==> config.mk <==
export PLATFORM = sky130hd
export DESIGN_NAME = pmcc_matrix_sequencer
export DESIGN_NICKNAME = d
export VERILOG_FILES = /design/src/rtl/pmcc_matrix_sequencer.sv
export SDC_FILE = /design/constraint.sdc
export NUM_CORES = 1
export LEC_CHECK = 0
export CAP_MARGIN = 10
export CELL_PAD_IN_SITES_DETAIL_PLACEMENT = 0
export CELL_PAD_IN_SITES_GLOBAL_PLACEMENT = 1
export CORE_MARGIN = 8
export CORE_UTILIZATION = 52
export CTS_BUF_LIST = sky130_fd_sc_hd__clkbuf_8
export DETAILED_ROUTE_END_ITERATION = 16
export PLACE_DENSITY = 0.84
export SLEW_MARGIN = 10
export SYNTH_ARGS = -nofsm -noshare
export SYNTH_HDL_FRONTEND = slang
export SYNTH_SLANG_ARGS = --single-unit
==> constraint.sdc <==
create_clock -name clk -period 5 [get_ports clk]
set_clock_uncertainty 0.15 [all_clocks]
set_input_delay 1 -clock clk [delete_from_list [all_inputs] [get_ports clk]]
set_output_delay 1 -clock clk [all_outputs]
set_load 0.03 [all_outputs]
==> src/rtl/pmcc_matrix_sequencer.sv <==
// ---------------------------------------------------------------------------
// pmcc_matrix_sequencer
//
// Drives the pixel-matrix control pins from one control register. The PMC
// coprocessor can load that register in two ways:
//   * a direct single-word write (store / store_ctrl), or
//   * a FIFO of timed words {ctrl, hold}. After start, the FIFO plays back
//     on its own and gives cycle-exact waveforms. An entry with hold h stays
//     on the pins for h+1 cycles.
//
// Ports
//   clk, rst_n       clock and asynchronous active-low reset
//   clear            synchronous soft reset, same effect as rst_n
//   store/store_ctrl direct write, accepted only while idle
//   push_*           FIFO write channel (push_ready = FIFO not full)
//   start/abort      begin playback / stop playback and flush the FIFO
//   busy/done/err    status: playing back / end-of-playback pulse /
//                    sticky "store or start rejected"
//   level            FIFO occupancy
//   res..clkSh       fields of the control register, all driven by flops
// ---------------------------------------------------------------------------
module pmcc_matrix_sequencer #(
    parameter int RES_WIDTH  = 10,
    parameter int DEPTH      = 8,
    parameter int HOLD_WIDTH = 8
) (
    input  logic                     clk,
    input  logic                     rst_n,
    input  logic                     clear,
    input  logic                     store,
    input  logic [RES_WIDTH+5:0]     store_ctrl,
    input  logic                     push_valid,
    output logic                     push_ready,
    input  logic [RES_WIDTH+5:0]     push_ctrl,
    input  logic [HOLD_WIDTH-1:0]    push_hold,
    input  logic                     start,
    input  logic                     abort,
    output logic                     busy,
    output logic                     done,
    output logic                     err,
    output logic [$clog2(DEPTH):0]   level,
    output logic [RES_WIDTH-1:0]     res,
    output logic                     write_cfg,
    output logic                     strobe,
    output logic                     gate,
    output logic                     shB,
    output logic                     shA,
    output logic                     clkSh
);

    localparam int CW = RES_WIDTH + 6;
    localparam int PW = $clog2(DEPTH);
    localparam int LW = PW + 1;
    localparam int EW = CW + HOLD_WIDTH;

    typedef enum logic {
        IDLE = 1'b0,
        RUN  = 1'b1
    } state_t;

    state_t                state, state_next;
    logic [CW-1:0]         ctrl, ctrl_next;
    logic [HOLD_WIDTH-1:0] cnt, cnt_next;
    logic [PW-1:0]         wr_ptr, wr_ptr_next;
    logic [PW-1:0]         rd_ptr, rd_ptr_next;
    logic [LW-1:0]         level_next;
    logic                  err_next;
    logic                  done_next;
    logic                  push_en;
    logic                  pop;

    logic [EW-1:0]         mem [DEPTH];
    logic [CW-1:0]         head_ctrl;
    logic [HOLD_WIDTH-1:0] head_hold;

    assign head_ctrl  = mem[rd_ptr][EW-1:HOLD_WIDTH];
    assign head_hold  = mem[rd_ptr][HOLD_WIDTH-1:0];
    assign push_ready = (level != LW'(DEPTH));

    // A push on a full FIFO is dropped without an error. push_ready already
    // tells the writer the FIFO is full. A push in an abort cycle is
    // discarded together with the flush.
    assign push_en = push_valid && push_ready && !abort;

    // Next-state logic. abort has priority over everything. A pop only looks
    // at the level before the edge, so a word pushed into an empty FIFO in
    // the last cycle of playback does not extend that playback.
    always_comb begin
        state_next = state;
        ctrl_next  = ctrl;
        cnt_next   = cnt;
        err_next   = err;
        done_next  = 1'b0;
        pop        = 1'b0;
        if (abort) begin
            state_next = IDLE;
            ctrl_next  = '0;
            cnt_next   = '0;
        end else begin
            case (state)
                IDLE: begin
                    if (start && level != '0) begin
                        pop        = 1'b1;
                        ctrl_next  = head_ctrl;
                        cnt_next   = head_hold;
                        state_next = RUN;
                    end else begin
                        if (start) begin
                            err_next = 1'b1;
                        end
                        if (store) begin
                            ctrl_next = store_ctrl;
                        end
                    end
                end
                RUN: begin
                    if (store) begin
                        err_next = 1'b1;
                    end
                    if (cnt != '0) begin
                        cnt_next = cnt - HOLD_WIDTH'(1);
                    end else if (level != '0) begin
                        pop       = 1'b1;
                        ctrl_next = head_ctrl;
                        cnt_next  = head_hold;
                    end else begin
                        state_next = IDLE;
                        done_next  = 1'b1;
                    end
                end
                default: state_next = IDLE;
            endcase
        end
    end

    // FIFO bookkeeping. The pointers wrap by themselves because DEPTH is a
    // power of two.
    always_comb begin
        wr_ptr_next = wr_ptr;
        rd_ptr_next = rd_ptr;
        level_next  = level;
        if (abort) begin
            wr_ptr_next = '0;
            rd_ptr_next = '0;
            level_next  = '0;
        end else begin
            if (push_en) begin
                wr_ptr_next = wr_ptr + PW'(1);
            end
            if (pop) begin
                rd_ptr_next = rd_ptr + PW'(1);
            end
            level_next = level + LW'(push_en) - LW'(pop);
        end
    end

    // State register. clear has the same effect as rst_n but acts at the edge.
    always_ff @(posedge clk or negedge rst_n) begin
        if (!rst_n) begin
            state  <= IDLE;
            ctrl   <= '0;
            cnt    <= '0;
            wr_ptr <= '0;
            rd_ptr <= '0;
            level  <= '0;
            err    <= 1'b0;
            done   <= 1'b0;
        end else if (clear) begin
            state  <= IDLE;
            ctrl   <= '0;
            cnt    <= '0;
            wr_ptr <= '0;
            rd_ptr <= '0;
            level  <= '0;
            err    <= 1'b0;
            done   <= 1'b0;
        end else begin
            state  <= state_next;
            ctrl   <= ctrl_next;
            cnt    <= cnt_next;
            wr_ptr <= wr_ptr_next;
            rd_ptr <= rd_ptr_next;
            level  <= level_next;
            err    <= err_next;
            done   <= done_next;
        end
    end

    // The storage array has no reset. The pointers and level decide which
    // entries are valid.
    always_ff @(posedge clk) begin
        if (push_en) begin
            mem[wr_ptr] <= {push_ctrl, push_hold};
        end
    end

    assign busy      = (state == RUN);
    assign res       = ctrl[CW-1:6];
    assign write_cfg = ctrl[5];
    assign strobe    = ctrl[4];
    assign gate      = ctrl[3];
    assign shB       = ctrl[2];
    assign shA       = ctrl[1];
    assign clkSh     = ctrl[0];

endmodule

======== Yosys cells after proc, flatten, opt, wreduce, memory -nomap -nowiden ========
Memory sizes are Yosys's and may differ from the RTL's.
Cells that the tools add are included.
word-level totals
  bits in registers ....................... 37
  bits in latches ......................... 0
  memory bits (writable) .................. 192
  bits in read-only memories .............. 0
  bits of input ports ..................... 47
  output and inout port bits .............. 24
  logic and storage cells ................. 79
  memories kept ........................... 1
operators by class
  add/subtract/negate cells ............... 5
  multipliers ............................. 0
  divide/modulo/power cells ............... 0
  order comparisons ....................... 0
  eq/ne operators ......................... 10
  shift operators ......................... 0
  muxes and demuxes ....................... 43
  bitwise operators ....................... 1
  reduce and logical (&&, ||, !) cells .... 11
memories
  name  words  bits a word  read ports  clocked after Yosys merged registers in  wr ports  line  source
  mem   8      24           1           0                                        1         72    logic [EW-1:0] mem [DEPTH];
operators with widths
  cell                                                                     count
  16-bit 2-to-1 mux                                                        6
  8-bit 2-to-1 mux                                                         5
  16-bit case mux with 2 select lines                                      1
  1-bit 2-to-1 mux                                                         19
  3-bit 2-to-1 mux                                                         6
  8-bit case mux with 2 select lines                                       1
  4-bit inequality test, second input constant                             3
  3-bit inequality test, second input constant                             3
  4-bit 2-to-1 mux                                                         2
  8-bit nonzero test                                                       1
  8-bit by 1-bit subtractor with 8-bit output, second input constant       1
  3-bit by 1-bit adder with 3-bit output, second input constant            2
  1-bit case mux with 2 select lines                                       3
  3-bit nonzero test                                                       2
  5-bit by 3-bit inequality test with 1-bit output, second input constant  1
  5-bit inequality test, second input constant                             1
  4-bit by 1-bit adder with 4-bit output                                   1
  4-bit by 3-bit inequality test with 1-bit output, second input constant  1
  4-bit AND reduction                                                      1
  4-bit nonzero test                                                       1
  4-bit by 1-bit subtractor with 4-bit output                              1
  1-bit logical AND                                                        3
  3-bit AND reduction                                                      1
  2-bit inequality test, second input constant                             1
  other kinds (3)                                                          3

======== Logic depth before layout (Yosys ltp) ========
Gate-level depths: netlist (run 1).
  word-level depth ........................ 8
  gate-level depth with buffers ........... 13
  gate-level depth less buffers ........... 12

======== Worst setup path after synthesis (run 1) ========
OpenSTA, ideal clock, no wires.
  path kind ............................... reg2reg
  from .................................... register level[2]
  to ...................................... memory mem[0][0] in the netlist's numbering, enable pin
  setup time .............................. 435 ps
  arrival time ............................ 3,591 ps
  required time ........................... 4,415 ps
  path slack .............................. 824 ps
  stages on the path, launching flop included .. 8
  path buffers ............................ 1
  period minus slack after synthesis ...... 4,176 ps
  path through ............................ dfrtp_1 inv_1 ha_1 or3b_2 clkbuf_1 nand2_1 or3_1 nor3_1
on the way
  longest elaborated chain between the ends .. 5
RTL lines
  item                                    line  source
  from (decl)                             41    output logic [$clog2(DEPTH):0] level,
  from (signal assigned)                  183   level <= level_next;
  4-bit inequality test                   78    assign push_ready = (level != LW'(DEPTH));
  named net push_ready                    33    output logic push_ready,
  1-bit logical AND (2 in series)         83    assign push_en = push_valid && push_ready && !abort;
  1-bit 2-to-1 mux                        192   if (push_en) begin
  1-bit 2-to-1 mux (not written as such)  193   mem[wr_ptr] <= {push_ctrl, push_hold};
  to (decl)                               72
The timed path passes the listed nets, and every way through them passes these cells.

======== Worst setup path in the final report (run 1) ========
  from .................................... register level[2]
  to ...................................... output port push_ready
on the way
  longest elaborated chain between the ends .. 1
RTL lines
  item                   line
  4-bit inequality test  78
  to (decl)              33
Every way passes these cells.

==> results.json, run 1 <==
{
  "layout_commonest_cell": "edfxtp_1",
  "post_cts_buffers": 0,
  "rrSetupSlack_ns": 1.74,
  "first_pass_iters": 5,
  "path_class": "flip-flop to output pin",
  "hold-path-cell-count": 2,
  "yosysWarnings": 0,
  "cap_viol_max_count": 0,
  "crit_end": "push_ready",
  "clock-sinks": 229,
  "worst_pin_slew_ns": 1.11,
  "synthCells": 525,
  "numPortBuffers": 70,
  "synth_seq_cells": 229,
  "cts_resized": 0,
  "initial_utilization_pct": 52.8,
  "drc": 0,
  "r2r-start": "cnt[0]",
  "fp.coreArea_sq_mm": 0.0179,
  "antenna_found_initial": 0,
  "syn-cell-area_sq_mm": 0.00944,
  "ys_seq_area_share_pct": 70.9,
  "std_cell_rows": 49,
  "layout_common_cells": "192 x edfxtp_1, 69 x clkdlybuf4s50_1, 48 x mux4_2, 43 x inv_1, 41 x clkbuf_8",
  "max_slew_margin_pct": 26.2,
  "min_path_type": "flip-flop to flip-flop",
  "grt_max_degree": 38,
  "p_per_area_mw_per_mm2": 348,
  "drive_gt1_share_pct": 21.1,
  "grtUsageTotal_pct": 17.4,
  "fin_tns_setup_ns": 0,
  "switching_share_pct": 22.1,
  "synthArstFlopShare_pct": 16.2,
  "p_clk_share_pct": 38.6,
  "ant_nets": 0,
  "seq_power_share_pct": 54.7,
  "cp_cell_sequence": "inv_1, ha_1, or3b_2, clkdlybuf4s50_1",
  "fin_crit_sh_pct": 68.6,
  "synth.avg_cell_area_sq_um": 18.0,
  "final_nets": 675,
  "vias_per_cell": 5.78,
  "yosys_most_used_dff": "edfxtp_1",
  "hold_viol_final": 0,
  "die_w_um": 151,
  "wl_um": 19100,
  "setup_viol": 0,
  "insertion_delay_ns": 0.52,
  "rr_worst_depth": 10,
  "place.gp.congestion": 0.879,
  "cp-startpoint": "level[2]",
  "synth_edf_count": 192,
  "rsz0062_at_grt": "false",
  "setup.worst_path.start_class": "flip-flop",
  "fmax_ghz": 0.292,
  "path_max_fanout": 5,
  "required_ns": 3.85,
  "cts_root_buf": "clkbuf_8",
  "cp.arrival_ns": 2.28,
  "dp_cells": 807,
  "dp_hpwl_um": 11400,
  "switchingPower_uw": 855,
  "cts_max_level": 2,
  "wire_per_inst_um": 21.9,
  "drt_first_iter_violations": 399,
  "leakagePower_uw": 0.00372,
  "via_count": 5053,
  "ir_worst_vdd_mv": 0.217,
  "p_comb_share_pct": 6.7,
  "stdcell_count": 874,
  "endpoint_kind": "output pin",
  "slowest_stage": "clkdlybuf4s50_1",
  "area_growth_pct": 17.6,
  "diodes": 0,
  "die-area_sq_mm": 0.0227,
  "clk_pin_slew_ns": 0.06,
  "grt_pass1_wl_um": 29900,
  "synthDistinctLibCells": 52,
  "ioPinCount": 71,
  "timing.rr.end": "level[1]",
  "outcome": "completed",
  "slowest_delay_ns": 0.62,
  "cts_buffers": 37,
  "p_int_uw": 3010,
  "overflow": 0,
  "grt_pass1_vias": 5461,
  "syn-num-nets": 583,
  "chipHeight_um": 151,
  "clockBufferDepth": 3,
  "period_needed_ns": 3.43,
  "cts_tree": "yes",
  "cts_hold_buf": 0,
  "drv_slew": 0
}
Yosys cell counts, types with 3 or more instances:
library cell	instances	area share (%)
edfxtp_1	192	61
mux4_2	48	11
dfrtp_1	37	9.8
nor2_1	30	1.2
inv_1	28	1.1
nor2b_1	18	1.2
a211oi_1	17	1.4
nand2_1	15	0.60
clkbuf_1	13	0.52
a32o_1	11	1.2
buf_2	10	0.53
ha_1	10	1.3
o32ai_2	9	1.6
a21oi_1	8	0.42
mux2i_1	8	0.85
o32ai_1	7	0.65
o21ai_0	5	0.26
nor3_1	4	0.21
or3_1	4	0.26
a21o_1	3	0.24
a31o_2	3	0.28
nand2b_1	3	0.20
nand3_1	3	0.16
or3b_2	3	0.28
stage by stage:
| step | area (sq um) | hold WS [ns] | util, % | total power [uW] | worst slack, ns |
|---|---|---|---|---|---|
| 2_1_floorplan | 9440 | 0.353 | - | 2290 | 0.824 |
| 3_3_place_gp | 10400 | 0.347 | 58.2 | 2410 | 1.44 |
| 3_5_place_dp | 10400 | 0.358 | 58.2 | 2420 | 1.37 |
| 4_1_cts | 11100 | 0.371 | 62.0 | 3910 | 1.53 |
| 5_1_grt | 11100 | 0.380 | 62.0 | 4010 | 1.43 |
| 6_report | 11100 | 0.366 | 62.0 | 3870 | 1.57 |
power by group through the flow:
stage	Clock (uW)	Combinational, uW	Sequential, uW
finish	1490	260	2120
global route	1610	283	2120
floorplan	0	123	2170
detailed placement	0	262	2160
CTS	1530	263	2120
global placement	0	254	2150
layout make-up:
class | count | area (sq um)
Tap cell | 229 | 287
Inverter | 28 | 105
Clock inverter | 26 | 130
Sequential cell | 229 | 6690
Fill cell | 1279 | 6800
Timing Repair Buffer | 79 | 763
Clock buffer | 41 | 564
Multi-Input combinational cell | 242 | 2560
layer usage:
metal | up-vias | routed length (um) | share of wire [%] | track usage (%)
met5 | - | 0 | 0 | 0
met4 | 0 | 445 | 2.3 | 7.17
met3 | 38 | 1010 | 5.3 | 3.37
met2 | 156 | 9700 | 51 | 29.4
met1 | 2561 | 7950 | 42 | 21.8
li1 | 2298 | - | - | -
worst min path at each step:
stage	startpoint	to
3_3_place_gp	ctrl[14]	ctrl[14]
5_1_grt	ctrl[14]	ctrl[14]
3_5_place_dp	ctrl[3]	ctrl[3]
6_report	ctrl[10]	ctrl[10]
4_1_cts	ctrl[12]	ctrl[12]
2_1_floorplan	cnt[4]	cnt[4]
flip-flops by register name, summed over array words and instances (netlist names):
name,flops
wr_ptr,3
rd_ptr,3
level,4
mem,192
ctrl,16
busy,1
err,1
done,1
cnt,8
logic make-up (layout without fill, tap and decap cells):
logic type	after synthesis	after routing	synth area share [%]
XOR/XNOR	4	4	0.371
buffers and inverters	54	174	2.44
adder cells (fa/ha/maj)	11	11	1.54
multiplexers	56	56	12.3
AND/OR/NAND/NOR	95	95	5.35
AO/OA/AOI/OAI	76	76	7.15
flip-flops	229	229	70.9
critical path, delay by kind of cell, from the launching register on:
family / cells / cell delay, ns
adder cells (fa/ha/maj): 1 / 0.14
flip-flops: 1 / 0.39
AND/OR/NAND/NOR: 1 / 0.51
buffers and inverters: 2 / 0.72
Note: power is estimated with default switching activity, not from simulation.
==> run 2: changes to the inputs <==
==> constraint.sdc (replaced) <==
create_clock -name clk -period 3.5 [get_ports clk]
set_clock_uncertainty 0.15 [all_clocks]
set_input_delay 0.7 -clock clk [delete_from_list [all_inputs] [get_ports clk]]
set_output_delay 0.7 -clock clk [all_outputs]
set_load 0.03 [all_outputs]
==> run 2 against run 1 <==
  * Die area stayed put
  * Sequential share of layout area is 0.68 points lower
  * Design area is 1.1% higher
  * Routed wire length is 6.6% higher
  * Largest cell class unchanged
  * Critical endpoint unchanged
  * Highest routed layer unchanged
==> results.json, run 2 (synthesized netlist as in run 1, its figures left out) <==
{
  "path_max_fanout": 5,
  "slowest_delay_ns": 0.62,
  "cp.arrival_ns": 2.29,
  "insertion_delay_ns": 0.53,
  "top_regs": "mem: 192 flops, ctrl: 16 flops, cnt: 8 flops",
  "fmax_ghz": 0.319,
  "via_count": 5177,
  "ir_worst_vdd_mv": 0.251,
  "cts_tree": "yes",
  "dp_slack_ns": 0.130,
  "die-area_sq_mm": 0.0227,
  "p_per_area_mw_per_mm2": 501,
  "layout_common_cells": "192 x edfxtp_1, 69 x clkdlybuf4s50_1, 48 x mux4_2, 44 x clkbuf_8, 43 x inv_1",
  "timing.rr.end": "level[1]",
  "antenna_found_initial": 0,
  "wire_per_inst_um": 23.0,
  "fillers": 1263,
  "chipHeight_um": 151,
  "outcome": "completed",
  "hold_viol_final": 0,
  "ant_nets": 0,
  "fp.coreArea_sq_mm": 0.0179,
  "drt_first_iter_violations": 362,
  "r2r-start": "cnt[0]",
  "grt_pass1_vias": 5582,
  "setup_viol": 0,
  "final_nets": 687,
  "fin_tns_setup_ns": 0,
  "cp_cell_sequence": "inv_1, ha_1, or3b_2, clkdlybuf4s50_1",
  "clockBufferDepth": 3,
  "cts_resized": 0,
  "ioPinCount": 71,
  "die_w_um": 151,
  "overflow": 0,
  "leakagePower_uw": 0.00380,
  "initial_utilization_pct": 52.8,
  "largest_register_ffs": 192,
  "max_slew_margin_pct": 35.4,
  "crit_end": "push_ready",
  "cts_max_level": 2,
  "cts_hold_buf": 0,
  "vias_per_cell": 5.84,
  "grt_max_degree": 45,
  "path_class": "flip-flop to output pin",
  "drv_slew": 0,
  "slowest_stage": "clkdlybuf4s50_1",
  "period_needed_ns": 3.14,
  "clock-sinks": 229,
  "area_growth_pct": 18.9,
  "largest-register": "mem",
  "rrSetupSlack_ns": 0.38,
  "worst_pin_slew_ns": 0.969,
  "wl_um": 20400,
  "stdcell_count": 886,
  "dp_hpwl_um": 12000,
  "layout_commonest_cell": "edfxtp_1",
  "finalHoldWorstSlack_ns": 0.171,
  "finalPower_uw": 5630,
  "drc": 0,
  "cap_viol_max_count": 0,
  "diodes": 0,
  "clk_pin_slew_ns": 0.06,
  "dp_cells": 818,
  "fin_crit_sh_pct": 89.7,
  "endpoint_kind": "output pin",
  "drive_gt1_share_pct": 23.3,
  "post_cts_buffers": 0,
  "grtUsageTotal_pct": 18.6,
  "setup.worst_path.start_class": "flip-flop",
  "place.gp.congestion": 0.891,
  "setup_ws_ns": 0.362,
  "cts_buffers": 38,
  "rr_worst_depth": 10,
  "rsz0062_at_grt": "false",
  "numPortBuffers": 70,
  "std_cell_rows": 49,
  "cts_root_buf": "clkbuf_8",
  "grt_pass1_wl_um": 31800,
  "min_path_type": "primary input to asynchronous set/reset pin",
  "required_ns": 2.65,
  "first_pass_iters": 5,
  "cp-startpoint": "level[2]"
}
[run 2: cell types whose count changed in the layout (fill, tap and decap cells not counted), sizes merged]
cell      previous run  this run
buf                 10        21
clkinv               9         8
clkbuf              41        44
clkinvlp             1         0
[run 2: final cells by class]
class	count	area [sq um]	share of cell area, %
multi-input combinational	242	2560	22.8
clock buffer	44	606	5.39
clock inverter	24	124	1.10
timing repair buffer	90	858	7.64
inverter	28	105	0.936
sequential	229	6690	59.6
tap	229	287	2.55
[run 2: worst max-delay path, delay by kind of cell (launching register included)]
kind          cells  cell delay [ns]
fa+ha+maj         1             0.16
flops             1             0.37
simple gates      1             0.51
buf+inv           2             0.72
[run 2: report_power, final]
part / internal [uW] / total, uW / switching (uW)
Clock: 1220 / 2230 / 1010
Combinational: 165 / 383 / 218
Sequential: 3000 / 3020 / 22.3
[run 2: metal layers]
layer / vias to the layer above / share of wire, % / GRT usage (%)
met3: 44 / 5.6 / 3.07
met1: 2635 / 40 / 23.1
met5: - / 0 / 0
li1: 2314 / - / -
met2: 184 / 51 / 31.5
met4: 0 / 3.2 / 8.36
[run 2: metrics by stage]
step           util, %  instance area [sq um]
3_5_place_dp      58.7                  10500
5_1_grt           62.7                  11200
4_1_cts           62.7                  11200
6_report          62.7                  11200
2_1_floorplan        -                   9450
3_3_place_gp      58.7                  10500
[run 2: how the worst min path moves through the flow]
stage	start	end	slack, ns	cells past startpoint
6_report	rst_n	busy	0.17	1
3_5_place_dp	ctrl[14]	ctrl[14]	0.36	2
5_1_grt	rst_n	busy	0.24	1
3_3_place_gp	ctrl[14]	ctrl[14]	0.34	2
4_1_cts	rst_n	cnt[2]	0.19	1
2_1_floorplan	rst_n	busy	0.25	0
==> run 3: changes to the inputs <==
--- a/config.mk
+++ b/config.mk
@@ -11,6 +11,7 @@
 export CORE_MARGIN = 8
 export CORE_UTILIZATION = 52
 export CTS_BUF_LIST = sky130_fd_sc_hd__clkbuf_8
+export CTS_CLUSTER_DIAMETER = 60
 export DETAILED_ROUTE_END_ITERATION = 16
 export PLACE_DENSITY = 0.84
 export SLEW_MARGIN = 10
==> results of run 3 <==
The final DEF is identical to that of run 2; final timing and power are the same.
